`src/rtl/mips_cpu_regwrite_arbiter.sv`:
```
// mips_cpu_regwrite_arbiter
//
// Arbitrates two register-file write-back requesters onto the single write
// port of the MIPS register file. Port A (main pipeline write-back) normally
// wins. Port B (load / multi-cycle unit) is boosted to priority for one cycle
// once it has been refused STARVE_LIMIT consecutive cycles.
//
// Ports
//   clk_i              sole clock, rising edge
//   reset_ni           synchronous active-low reset
//   req_a_i/addr_a_i/data_a_i   port A request, destination, data
//   ack_a_o            port A grant (combinational)
//   req_b_i/addr_b_i/data_b_i   port B request, destination, data
//   ack_b_o            port B grant (combinational)
//   write_enable_o     register-file write strobe (registered)
//   write_address_o    register-file write address (registered)
//   data_in_o          register-file write data (registered)
//   boost_o            high while port B holds priority (registered)

module mips_cpu_regwrite_arbiter #(
    parameter int unsigned STARVE_LIMIT = 4
) (
    input  logic        clk_i,
    input  logic        reset_ni,

    input  logic        req_a_i,
    input  logic [4:0]  addr_a_i,
    input  logic [31:0] data_a_i,
    output logic        ack_a_o,

    input  logic        req_b_i,
    input  logic [4:0]  addr_b_i,
    input  logic [31:0] data_b_i,
    output logic        ack_b_o,

    output logic        write_enable_o,
    output logic [4:0]  write_address_o,
    output logic [31:0] data_in_o,
    output logic        boost_o
);

    if (STARVE_LIMIT < 1 || STARVE_LIMIT > 15) begin : g_bad_limit
        $error("STARVE_LIMIT must be in 1..15");
    end

    localparam logic [3:0] Limit = 4'(STARVE_LIMIT);

    typedef enum logic [0:0] {
        StNormal,
        StBoost
    } state_e;

    state_e      state_q;
    logic [3:0]  wait_q;
    logic [3:0]  wait_d;
    logic        boost_q;
    logic        we_q;
    logic [4:0]  waddr_q;
    logic [31:0] wdata_q;

    logic        grant;
    logic [4:0]  sel_addr;
    logic [31:0] sel_data;

    // Grants. Reset masks both so nothing is consumed while in reset.
    always_comb begin
        ack_a_o = 1'b0;
        ack_b_o = 1'b0;
        if (reset_ni) begin
            unique case (state_q)
                StNormal: begin
                    ack_a_o = req_a_i;
                    ack_b_o = req_b_i & ~req_a_i;
                end
                StBoost: begin
                    ack_b_o = req_b_i;
                    ack_a_o = req_a_i & ~req_b_i;
                end
            endcase
        end
    end

    // Starvation counter: counts consecutive refused port-B cycles.
    always_comb begin
        wait_d = 4'd0;
        if (req_b_i && !ack_b_o) begin
            wait_d = (wait_q == 4'hF) ? wait_q : wait_q + 4'd1;
        end
    end

    // Write-port source mux; grants are mutually exclusive.
    always_comb begin
        grant    = ack_a_o | ack_b_o;
        sel_addr = ack_a_o ? addr_a_i : addr_b_i;
        sel_data = ack_a_o ? data_a_i : data_b_i;
    end

    always_ff @(posedge clk_i) begin
        if (!reset_ni) begin
            state_q <= StNormal;
            boost_q <= 1'b0;
            wait_q  <= 4'd0;
            we_q    <= 1'b0;
            waddr_q <= 5'd0;
            wdata_q <= 32'd0;
        end else begin
            wait_q <= wait_d;

            unique case (state_q)
                StNormal: begin
                    if (wait_d == Limit) begin
                        state_q <= StBoost;
                        boost_q <= 1'b1;
                    end
                end
                StBoost: begin
                    // Leave after serving B, or if B withdrew its request.
                    if (ack_b_o || !req_b_i) begin
                        state_q <= StNormal;
                        boost_q <= 1'b0;
                    end
                end
            endcase

            if (grant) begin
                // Writes to r0 are acknowledged but discarded; zero the bus too.
                we_q    <= (sel_addr != 5'd0);
                waddr_q <= sel_addr;
                wdata_q <= (sel_addr != 5'd0) ? sel_data : 32'd0;
            end else begin
                we_q <= 1'b0;
            end
        end
    end

    assign write_enable_o  = we_q;
    assign write_address_o = waddr_q;
    assign data_in_o       = wdata_q;
    assign boost_o         = boost_q;

endmodule

```
`config.mk`:
```
export PLATFORM = sky130hd
export DESIGN_NAME = mips_cpu_regwrite_arbiter
export DESIGN_NICKNAME = d
export VERILOG_FILES = /design/src/rtl/mips_cpu_regwrite_arbiter.sv
export SDC_FILE = /design/constraint.sdc
export NUM_CORES = 1
export LEC_CHECK = 0
export BUFFER_PORTS_ARGS = -buffer_cell sky130_fd_sc_hd__buf_2
export CAP_MARGIN = 0
export CORE_MARGIN = 10
export CORE_UTILIZATION = 40
export DETAILED_ROUTE_END_ITERATION = 7
export GPL_TIMING_DRIVEN = 0
export PLACE_DENSITY = 0.73
export SLEW_MARGIN = 20
export SYNTH_ARGS = -nofsm -noshare
export SYNTH_HDL_FRONTEND = slang
export SYNTH_SLANG_ARGS = --single-unit
```
`constraint.sdc`:
```
create_clock -name clk_i -period 2.9 [get_ports clk_i]
set_input_delay 0.58 -clock clk_i [delete_from_list [all_inputs] [get_ports clk_i]]
set_output_delay 0.58 -clock clk_i [all_outputs]
set_load 0.1 [all_outputs]
```
# Yosys cells after proc, flatten, opt, wreduce, memory -nomap -nowiden
# Cells that the tools add are included.
# op_classes
eq_ne,4
muxes,15
n_bitwise,6
addsub,1
n_reduce_logical,7
# op_table
op,count
two-way mux 32 bit,2
two-way mux 4 bit,2
case mux 1 bit (2 select lines),4
two-way mux 1 bit,6
two-way mux 5 bit,1
nonzero test 5 bit,1
"adder 4 x 1 -> 4 bit, second input constant",1
"equality test 4 x 3 -> 1 bit, second input constant",1
"equality test 4 bit, second input constant",1
AND reduction 2 bit,2
inverter 1 bit,3
AND 1 bit,2
zero test 1 bit,2
"!= test 2 x 1 -> 1 bit, second input constant",1
"!= test 2 bit, second input constant",1
logical AND 1 bit,1
logical OR 1 bit,1
OR 1 bit,1
# totals
ff_bits,44
out_inout_bits,41
inputBits,78

# Logic depth before layout (Yosys ltp)
# Gate-level depths: netlist of the first run.
# depth
depth_word,10
depth_mapped,7

# Worst setup path before layout of the first run
# No wires, ideal clock.
# synth_path
path_type,input -> output
startpoint,in reset_ni
endpoint,out ack_a_o
stages,5
path_slack_ps,465
required_time_ps,2320
n_path_buf,3
arrival_ps,1855
path_cell_list,buf_2 -> nand3_1 -> buf_2 -> buf_2 -> inv_1
# synth_between
elab_chain_len,1
# synth_rtl
element,line_no,text
"start, declared",24,"input logic reset_ni,"
two-way mux 1 bit,69,if (reset_ni) begin
"end, declared",29,"output logic ack_a_o,"
# Every way passes these cells.

# Worst setup path after layout of the first run
# layout_path
startpoint,in req_b_i
endpoint,out ack_a_o
# layout_between
elab_chain_len,4
# layout_rtl
element,line_no,text
"start, declared",31,"input logic req_b_i,"
inverter 1 bit,77,ack_a_o = req_a_i & ~req_b_i;
AND 1 bit,77,
case mux 1 bit (2 select lines),70,unique case (state_q)
two-way mux 1 bit,69,
# Every way passes these cells.

==> results of run 1 <==
-- synth_stat cells, types with 2 or more instances --
cell      count  area share [%]
o21ai_1       3            0.79
o21ai_0      30             7.9
a211oi_1      4             1.6
nand2_1      34             6.7
inv_1         4            0.79
nand2b_1      2            0.66
buf_6         3             1.8
mux2i_1      39              21
nand3_1       3            0.79
buf_2         6             1.6
nor2_1       10             2.0
dfxtp_1      44              46
clkbuf_1      3            0.59
-- metrics by stage --
| step | setup slack [ns] | power (mW) |
|---|---|---|
| after floorplan | 0.465 | 1.28 |
| after global placement | 0.430 | 1.42 |
| after detailed placement | 0.415 | 1.43 |
| after CTS | 0.426 | 1.78 |
| after global routing | 0.349 | 1.84 |
| final | 0.449 | 1.76 |
-- layout make-up --
type / instances / area share [%]
Buffer: 12 / 2.85
Timing Repair Buffer: 117 / 22.2
Multi-Input combinational cell: 142 / 35.4
Sequential cell: 44 / 33.5
Clock buffer: 6 / 2.76
Clock inverter: 1 / 0.190
Tap cell: 54 / 2.57
Inverter: 4 / 0.570
-- routing by layer --
layer  up-vias  part of all wire, %  global-route usage [%]
met2        71                   48                    23.1
met3         8                   10                    5.74
met4         0                  1.7                    5.64
met5         -                    0                       0
li1        953                    -                       -
met1       786                   40                    14.3
-- power by group --
group / internal (mW) / leakage [nW] / total [mW] / switching (mW)
logic: 0.137 / 1.03 / 0.709 / 0.572
registers: 0.667 / 0.366 / 0.694 / 0.0274
clock network: 0.164 / 0.0410 / 0.359 / 0.195
-- flip-flops by register name (all words and copies together) (netlist names) --
register	cells
state_q	1
boost_o	1
write_enable_o	1
wait_q	4
write_address_o	5
data_in_o	32
-- worst max-delay path by stage --
stage	startpoint	to	slack, ns
after global routing	req_b_i	ack_a_o	0.35
after global placement	req_b_i	ack_a_o	0.43
after detailed placement	req_b_i	ack_a_o	0.41
after CTS	req_b_i	ack_a_o	0.43
after floorplan	reset_ni	ack_a_o	0.46
final	req_b_i	ack_a_o	0.45
-- critical path, stage by stage --
cell and delay, ns:
buf_2 0.13, nand2_1 0.13, nand3_1 0.08, buf_2 0.21, buf_2 0.25, inv_1 0.07, buf_2 0.42
-- cells by family after synthesis --
kind of cell             count (synthesis)  synth area share (%)
AO/OA/AOI/OAI                           43                  13.8
XOR/XNOR                                 1                 0.461
adder cells (fa/ha/maj)                  1                 0.658
buffers and inverters                   16                  4.74
flip-flops                              44                  46.3
multiplexers                            39                  20.5
AND/OR/NAND/NOR                         58                  13.5
==> results.json, run 1 <==
{
  "num_vias": 1818,
  "finalHoldViolCount": 0,
  "cts-htree-levels": 2,
  "relSlewSlack_pct": 66.4,
  "critPathCaptureType": "primary output",
  "synthArstFlopShare_pct": 0,
  "grt.total_usage_pct": 13.5,
  "skew_ns": 0.00583,
  "antenna_cells": 0,
  "r2r_cells": 6,
  "hold_class": "flop to flop",
  "nFillCells": 461,
  "ctsHoldBuffers": 0,
  "seqCellArea_um2": 881,
  "min_period_over_period_pct": 84.5,
  "ys_ff_latch": 44,
  "die_area_um2": 7910,
  "die_w_um": 89.0,
  "synthCells": 202,
  "post-route-util_pct": 56.5,
  "hold_slack_ns": 0.449,
  "critPathMaxFanout": 10,
  "multi_input_area_um2": 931,
  "drv_slew": 0,
  "rsz0062_at_grt": "no",
  "yosys_warnings": 0,
  "routed_wl_um": 5390,
  "cts_tree": "built",
  "min_from": "data_in_o[21]$_SDFFE_PN0P_",
  "fin_area_um2": 2630,
  "cts_num_sinks": 44,
  "final_common_cell": "buf_2",
  "root_buffer": "clkbuf_8",
  "nets": 405,
  "drt_iter0_markers": 23,
  "gp_congestion": 0.725,
  "port_buffers": 117,
  "start_util_pct": 40.8,
  "r2r_start": "state_q$_SDFF_PN0_",
  "layout.cells.non_filler": 380,
  "tightest_slew_ns": 0.508,
  "clock_path_buffers": 2,
  "grt-ovfl-total": 0,
  "ios": 119,
  "place_inst": 373,
  "die_h_um": 89.0,
  "power.density_nw_per_um2": 669,
  "worstSkewPairLatency_ns": 0.30,
  "synth_edf_count": 0,
  "grt_pass1_wl_um": 8510,
  "grt_max_degree": 13,
  "finalSetupViolCount": 0,
  "power_leakage_nw": 1.44,
  "whs_path_depth": 2,
  "grt_pass1_vias": 1943,
  "post_cts.repair.setup_buffers": 0,
  "dp_hpwl_um": 4470,
  "cp_data_arrival_time_ns": 1.87,
  "outcome": "complete, no violations",
  "required_ns": 2.32,
  "holdPathEnd": "data_in_o[21]$_SDFFE_PN0P_",
  "period_needed_ns": 2.45,
  "final.setup.tns_ns": 0,
  "firstDrtPassIters": 4,
  "num_rows": 25,
  "drv_cap": 0,
  "antenna_found_initial": 0,
  "path_clk_slew_ns": 0.07,
  "placed_area_um2": 2550,
  "syn_nets": 281,
  "ys_seq_area_share_pct": 46.3,
  "rrSetupSlack_ns": 1.26,
  "vias_per_cell": 4.78,
  "worstSetupPathType": "input pin to primary output",
  "syn_to_final_growth_pct": 38.4,
  "timing.rr.end": "data_in_o[10]$_SDFFE_PN0P_",
  "synth_ff_type": "dfxtp_1",
  "avgSynthCellArea_um2": 9.41,
  "numCtsBuffers": 5,
  "peakVddDrop_v": 0.000263,
  "drc": 0,
  "wire_per_inst_um": 14.2,
  "drive_above_1_share_pct": 41.1,
  "core_um2": 4660,
  "max_freq_ghz": 0.408,
  "yosysUniqueCellTypes": 30,
  "post_cts_resized": 0,
  "final_cell_mix": "buf_2 (123), dfxtp_1 (44), mux2i_1 (39), nand2_1 (34), o21ai_0 (30)",
  "start_kind": "input pin",
  "synthesis.area_um2": 1900,
  "ant_nets": 0
}
Power figures use the tool's default switching activity.
==> run 2: changes to the inputs <==
--- a/config.mk
+++ b/config.mk
@@ -5,13 +5,14 @@
 export SDC_FILE = /design/constraint.sdc
 export NUM_CORES = 1
 export LEC_CHECK = 0
+export ABC_AREA = 1
 export BUFFER_PORTS_ARGS = -buffer_cell sky130_fd_sc_hd__buf_2
 export CAP_MARGIN = 0
 export CORE_MARGIN = 10
 export CORE_UTILIZATION = 40
 export DETAILED_ROUTE_END_ITERATION = 7
 export GPL_TIMING_DRIVEN = 0
-export PLACE_DENSITY = 0.73
+export PLACE_DENSITY = 0.72
 export SLEW_MARGIN = 20
 export SYNTH_ARGS = -nofsm -noshare
 export SYNTH_HDL_FRONTEND = slang
==> constraint.sdc (replaced) <==
create_clock -name clk_i -period 2.2 [get_ports clk_i]
set_input_delay 0.44 -clock clk_i [delete_from_list [all_inputs] [get_ports clk_i]]
set_output_delay 0.44 -clock clk_i [all_outputs]
set_load 0.1 [all_outputs]
==> results.json, run 2 <==
{
  "outcome": "complete, no violations",
  "skew_ns": 0.00364,
  "rsz0062_at_grt": "no",
  "grt_pass1_wl_um": 11200,
  "ant_nets": 0,
  "worstSkewPairLatency_ns": 0.29,
  "ys_top_cells_by_area": "dfxtp_1 (38%), nand2_1 (24%), nand3_2 (8.7%), a21oi_1 (7.4%), nand3_1 (5.2%)",
  "synthArstFlopShare_pct": 0,
  "critPathCaptureType": "primary output",
  "final_cell_mix": "nand2_1 (145), buf_2 (125), dfxtp_1 (44), a21oi_1 (33), nand3_1 (24)",
  "r2r_start": "state_q$_SDFF_PN0_",
  "antenna_cells": 0,
  "gp_congestion": 0.837,
  "hold_class": "input pin to flop",
  "port_buffers": 117,
  "drv_slew": 0,
  "cp_data_arrival_time_ns": 1.59,
  "grt_pass1_vias": 2432,
  "firstDrtPassIters": 4,
  "die_area_um2": 9210,
  "die_w_um": 96.0,
  "final_common_cell": "nand2_1",
  "path_clk_slew_ns": 0.08,
  "drv_cap": 0,
  "grt_max_degree": 14,
  "vias_per_cell": 4.62,
  "period_needed_ns": 2.03,
  "nets": 535,
  "syn_to_final_growth_pct": 33.1,
  "yosys_warnings": 0,
  "start_kind": "flop",
  "power.density_nw_per_um2": 689,
  "dp_hpwl_um": 5570,
  "num_rows": 27,
  "finalSetupViolCount": 0,
  "dp_slack_ns": 0.0213,
  "synth_top_cell_area_share_pct": 38.2,
  "drive_above_1_share_pct": 37.9,
  "nFillCells": 569,
  "yosysMostFrequentCell": "nand2_1",
  "ys_seq_area_share_pct": 38.2,
  "tightest_slew_ns": 0.513,
  "drc": 0,
  "relSlewSlack_pct": 65.8,
  "num_vias": 2440,
  "startpoint": "state_q$_SDFF_PN0_",
  "grt.total_usage_pct": 14.8,
  "syn_nets": 411,
  "path_cells": "a21oi_2 -> buf_2 -> buf_4",
  "synth_ff_type": "dfxtp_1",
  "cts_tree": "built",
  "wire_per_inst_um": 13.3,
  "cts-htree-levels": 2,
  "yosysUniqueCellTypes": 29,
  "ctsHoldBuffers": 0,
  "die_h_um": 96.0,
  "synth_edf_count": 0,
  "worstSetupPathType": "flop to primary output",
  "min_period_over_period_pct": 92.1,
  "worst_slack_ns": 0.174,
  "cts_num_sinks": 44,
  "root_buffer": "clkbuf_8",
  "final.setup.tns_ns": 0,
  "synthCells": 332,
  "largest_reg_flops": 32,
  "timing.rr.end": "data_in_o[18]$_SDFFE_PN0P_",
  "ios": 119,
  "power_leakage_nw": 1.64,
  "start_util_pct": 41.7,
  "grt-ovfl-total": 0,
  "ys_ff_latch": 44,
  "finalHoldViolCount": 0,
  "synth_top_area_cell": "dfxtp_1",
  "r2r_cells": 10,
  "max_stage_delay_ns": 0.35,
  "core_um2": 5540,
  "peakVddDrop_v": 0.000514,
  "worstSetupEndpoint": "ack_a_o",
  "rrSetupSlack_ns": 0.62,
  "synthesis.area_um2": 2310,
  "critPathMaxFanout": 10,
  "clock_path_buffers": 2,
  "avgSynthCellArea_um2": 6.95,
  "required_ns": 1.76,
  "numCtsBuffers": 5,
  "routed_wl_um": 7030,
  "drt_iter0_markers": 89,
  "cp_slowest_cell": "dfxtp_1",
  "max_freq_ghz": 0.494,
  "antenna_found_initial": 0,
  "synth_common_cells": "nand2_1 (145), dfxtp_1 (44), a21oi_1 (34)"
}
[run 2: logic make-up (layout without fill, tap and decap cells)]
| group | count (synthesis) | in the layout | share of synthesized area (%) |
|---|---|---|---|
| compound gates | 44 | 44 | 10.5 |
| xor+xnor | 1 | 1 | 0.379 |
| fa+ha+maj | 1 | 1 | 0.542 |
| buf+inv | 37 | 161 | 8.08 |
| flops | 44 | 44 | 38.2 |
| mux | 1 | 1 | 0.488 |
| simple gates | 204 | 204 | 41.9 |
[run 2: final cells by class]
class / instances / area [um2] / share of cell area [%]
sequential: 44 / 881 / 28.7
multi-input combinational: 251 / 1240 / 40.5
inverter: 16 / 62.6 / 2.04
timing repair buffer: 117 / 588 / 19.1
buffer: 21 / 124 / 4.03
tap: 72 / 90.1 / 2.93
clock inverter: 2 / 12.5 / 0.407
clock buffer: 5 / 68.8 / 2.24
[run 2: through the flow]
| step | area, um2 | instances | power, mW | hold WS, ns | utilization, % |
|---|---|---|---|---|---|
| 2_1_floorplan | 2310 | 332 | 1.48 | 0.548 | - |
| 3_3_place_gp | 2990 | 521 | 1.65 | 0.449 | 53.9 |
| 3_5_place_dp | 2990 | 521 | 1.65 | 0.452 | 53.9 |
| 4_1_cts | 3070 | 528 | 2.14 | 0.453 | 55.4 |
| 5_1_grt | 3070 | 528 | 2.23 | 0.481 | 55.4 |
| 6_report | 3070 | 528 | 2.12 | 0.463 | 55.4 |
[run 2: per-layer routing]
layer	routed length [um]	global-route usage [%]
met2	3290	24.0
met1	3010	18.7
met5	0	0
met3	642	4.51
met4	89	4.18
[run 2: critical path, delay by kind of cell, from the launching register on]
kind                   cells  cell delay, ns
buffers and inverters      2            0.60
AO/OA/AOI/OAI              1            0.33
flip-flops                 1            0.35
[run 2: how the worst min path moves through the flow]
stage | startpoint | endpoint | depth (start not counted)
6_report | req_a_i | wait_q[0]$_SDFF_PN0_ | 3
3_3_place_gp | data_in_o[18]$_SDFFE_PN0P_ | data_in_o[18]$_SDFFE_PN0P_ | 2
2_1_floorplan | wait_q[2]$_SDFF_PN0_ | wait_q[2]$_SDFF_PN0_ | 3
4_1_cts | req_a_i | wait_q[0]$_SDFF_PN0_ | 3
3_5_place_dp | data_in_o[29]$_SDFFE_PN0P_ | data_in_o[29]$_SDFFE_PN0P_ | 2
5_1_grt | reset_ni | boost_o$_SDFFE_PN0P_ | 3
[run 2: where the power goes]
| part | total (mW) | switching, mW | internal (mW) |
|---|---|---|---|
| registers | 0.870 | 0.0232 | 0.847 |
| logic | 0.760 | 0.583 | 0.177 |
| clock network | 0.488 | 0.272 | 0.215 |
[run 2: what timing repair did]
action                     4_1_cts  5_1_grt
gates resized for setup          1        0
setup endpoints to repair        1        0
hold endpoints to repair         0        0
buffers inserted                 0        0
==> run 3: changes to the inputs <==
--- a/config.mk
+++ b/config.mk
@@ -8,6 +8,7 @@
 export ABC_AREA = 1
 export BUFFER_PORTS_ARGS = -buffer_cell sky130_fd_sc_hd__buf_2
 export CAP_MARGIN = 0
+export CORE_ASPECT_RATIO = 0.9
 export CORE_MARGIN = 10
 export CORE_UTILIZATION = 40
 export DETAILED_ROUTE_END_ITERATION = 7
==> results.json, run 3 (synthesis gave the netlist of run 2 again) <==
{
  "crit_family": "buffers and inverters",
  "nets": 535,
  "power.total_mw": 2.15,
  "worstSetupPathType": "flop to primary output",
  "relSlewSlack_pct": 65.3,
  "power_leakage_nw": 1.65,
  "start_kind": "flop",
  "firstDrtPassIters": 4,
  "drt_iter0_markers": 61,
  "placed_area_um2": 2990,
  "skew_ns": 0.00979,
  "gp_congestion": 0.767,
  "worstSkewPairLatency_ns": 0.29,
  "max_freq_ghz": 0.481,
  "vias_per_cell": 4.70,
  "power.density_nw_per_um2": 700,
  "drc": 0,
  "period_needed_ns": 2.08,
  "grt_max_degree": 13,
  "finalHoldViolCount": 0,
  "path_clk_slew_ns": 0.08,
  "die_area_um2": 9210,
  "syn_to_final_growth_pct": 33.3,
  "min_period_over_period_pct": 94.5,
  "drv_slew": 0,
  "antenna_found_initial": 0,
  "drv_cap": 0,
  "drive_above_1_share_pct": 37.6,
  "critPathMaxFanout": 10,
  "max_stage_delay_ns": 0.37,
  "port_buffers": 117,
  "final.setup.tns_ns": 0,
  "grt_pass1_vias": 2495,
  "num_rows": 26,
  "wire_per_inst_um": 13.6,
  "critPathCaptureType": "primary output",
  "die_h_um": 92.1,
  "peakVddDrop_v": 0.000315,
  "cp_slowest_cell": "clkbuf_4",
  "crit_buf_inv": 2,
  "path_cells": "a21oi_2 -> buf_2 -> clkbuf_4",
  "root_buffer": "clkbuf_8",
  "cp_data_arrival_time_ns": 1.64,
  "required_ns": 1.76,
  "routed_wl_um": 7180,
  "cts_num_sinks": 44,
  "cts_tree": "built",
  "dp_slack_ns": 0.0313,
  "ios": 119,
  "die_w_um": 100,
  "hold_class": "input pin to flop",
  "grt-ovfl-total": 0,
  "core_um2": 5630,
  "tightest_slew_ns": 0.520,
  "largest_reg_flops": 32,
  "cts-htree-levels": 2,
  "worst_slack_ns": 0.121,
  "grt.total_usage_pct": 15.2,
  "clock_path_buffers": 2,
  "finalSetupViolCount": 0,
  "final_common_cell": "nand2_1",
  "dp_hpwl_um": 5710,
  "grt_pass1_wl_um": 11800,
  "numCtsBuffers": 5,
  "num_vias": 2477,
  "ctsHoldBuffers": 0,
  "antenna_cells": 0,
  "start_util_pct": 41.0,
  "fin_area_um2": 3080,
  "outcome": "complete, no violations",
  "rrSetupSlack_ns": 0.55,
  "rsz0062_at_grt": "no",
  "ant_nets": 0,
  "final_cell_mix": "nand2_1 (145), buf_2 (125), dfxtp_1 (44), a21oi_1 (33), nand3_1 (24)"
}
## run 3: changes by cell type in the layout (fill, tap and decap cells not counted), sizes merged
| cell | previous run | this run |
|---|---|---|
| buf | 131 | 130 |
| clkinvlp | 1 | 0 |
| clkbuf | 12 | 16 |
| clkinv | 2 | 1 |
## run 3: worst reg2reg max path: cells and delay by family (launching register included)
family	cells	cell delay [ns]
buffers and inverters	2	0.33
and+or+nand+nor	7	0.72
DFF	1	0.40
AOI/OAI and AO/OA	1	0.13
## run 3: final timing paths
| check | from | to | depth (start not counted) |
|---|---|---|---|
| setup / recovery | state_q$_SDFF_PN0_ | ack_a_o | 3 |
| setup reg to reg | state_q$_SDFF_PN0_ | data_in_o[20]$_SDFFE_PN0P_ | 10 |
| hold reg to reg | data_in_o[4]$_SDFFE_PN0P_ | data_in_o[4]$_SDFFE_PN0P_ | 2 |
| hold / removal | req_a_i | wait_q[0]$_SDFF_PN0_ | 3 |
## run 3: layout make-up
cell class,count,area [um2]
inverter,16,62.6
sequential,44,881
timing repair buffer,117,588
tap,70,87.6
clock buffer,8,90.1
fill,586,2550
multi-input combinational,251,1240
buffer,21,124
## run 3: stage by stage
stage / hold WS [ns] / cells / util [%]
after floorplan: 0.548 / 332 / -
after global placement: 0.449 / 519 / 53.0
after detailed placement: 0.454 / 519 / 53.0
after CTS: 0.450 / 527 / 54.6
after global routing: 0.460 / 527 / 54.7
final: 0.452 / 527 / 54.7
## run 3: timing repair
item | in CTS | in global routing
resized for setup | 0 | 1
endpoints found under the setup margin | 0 | 1
setup buffers | 0 | 0
## run 3: metal layers
metal | up-vias | global-route usage [%] | routed length (um)
li1 | 1310 | - | -
met1 | 1074 | 18.3 | 3140
met2 | 89 | 24.4 | 3220
met3 | 4 | 6.75 | 769
met4 | 0 | 3.88 | 55
met5 | - | 0 | 0
## run 3: where the power goes
part | internal (mW) | leakage (nW) | total, mW | switching, mW
clock network | 0.256 | 0.0455 | 0.523 | 0.266
registers | 0.847 | 0.361 | 0.871 | 0.0239
logic | 0.177 | 1.24 | 0.760 | 0.583
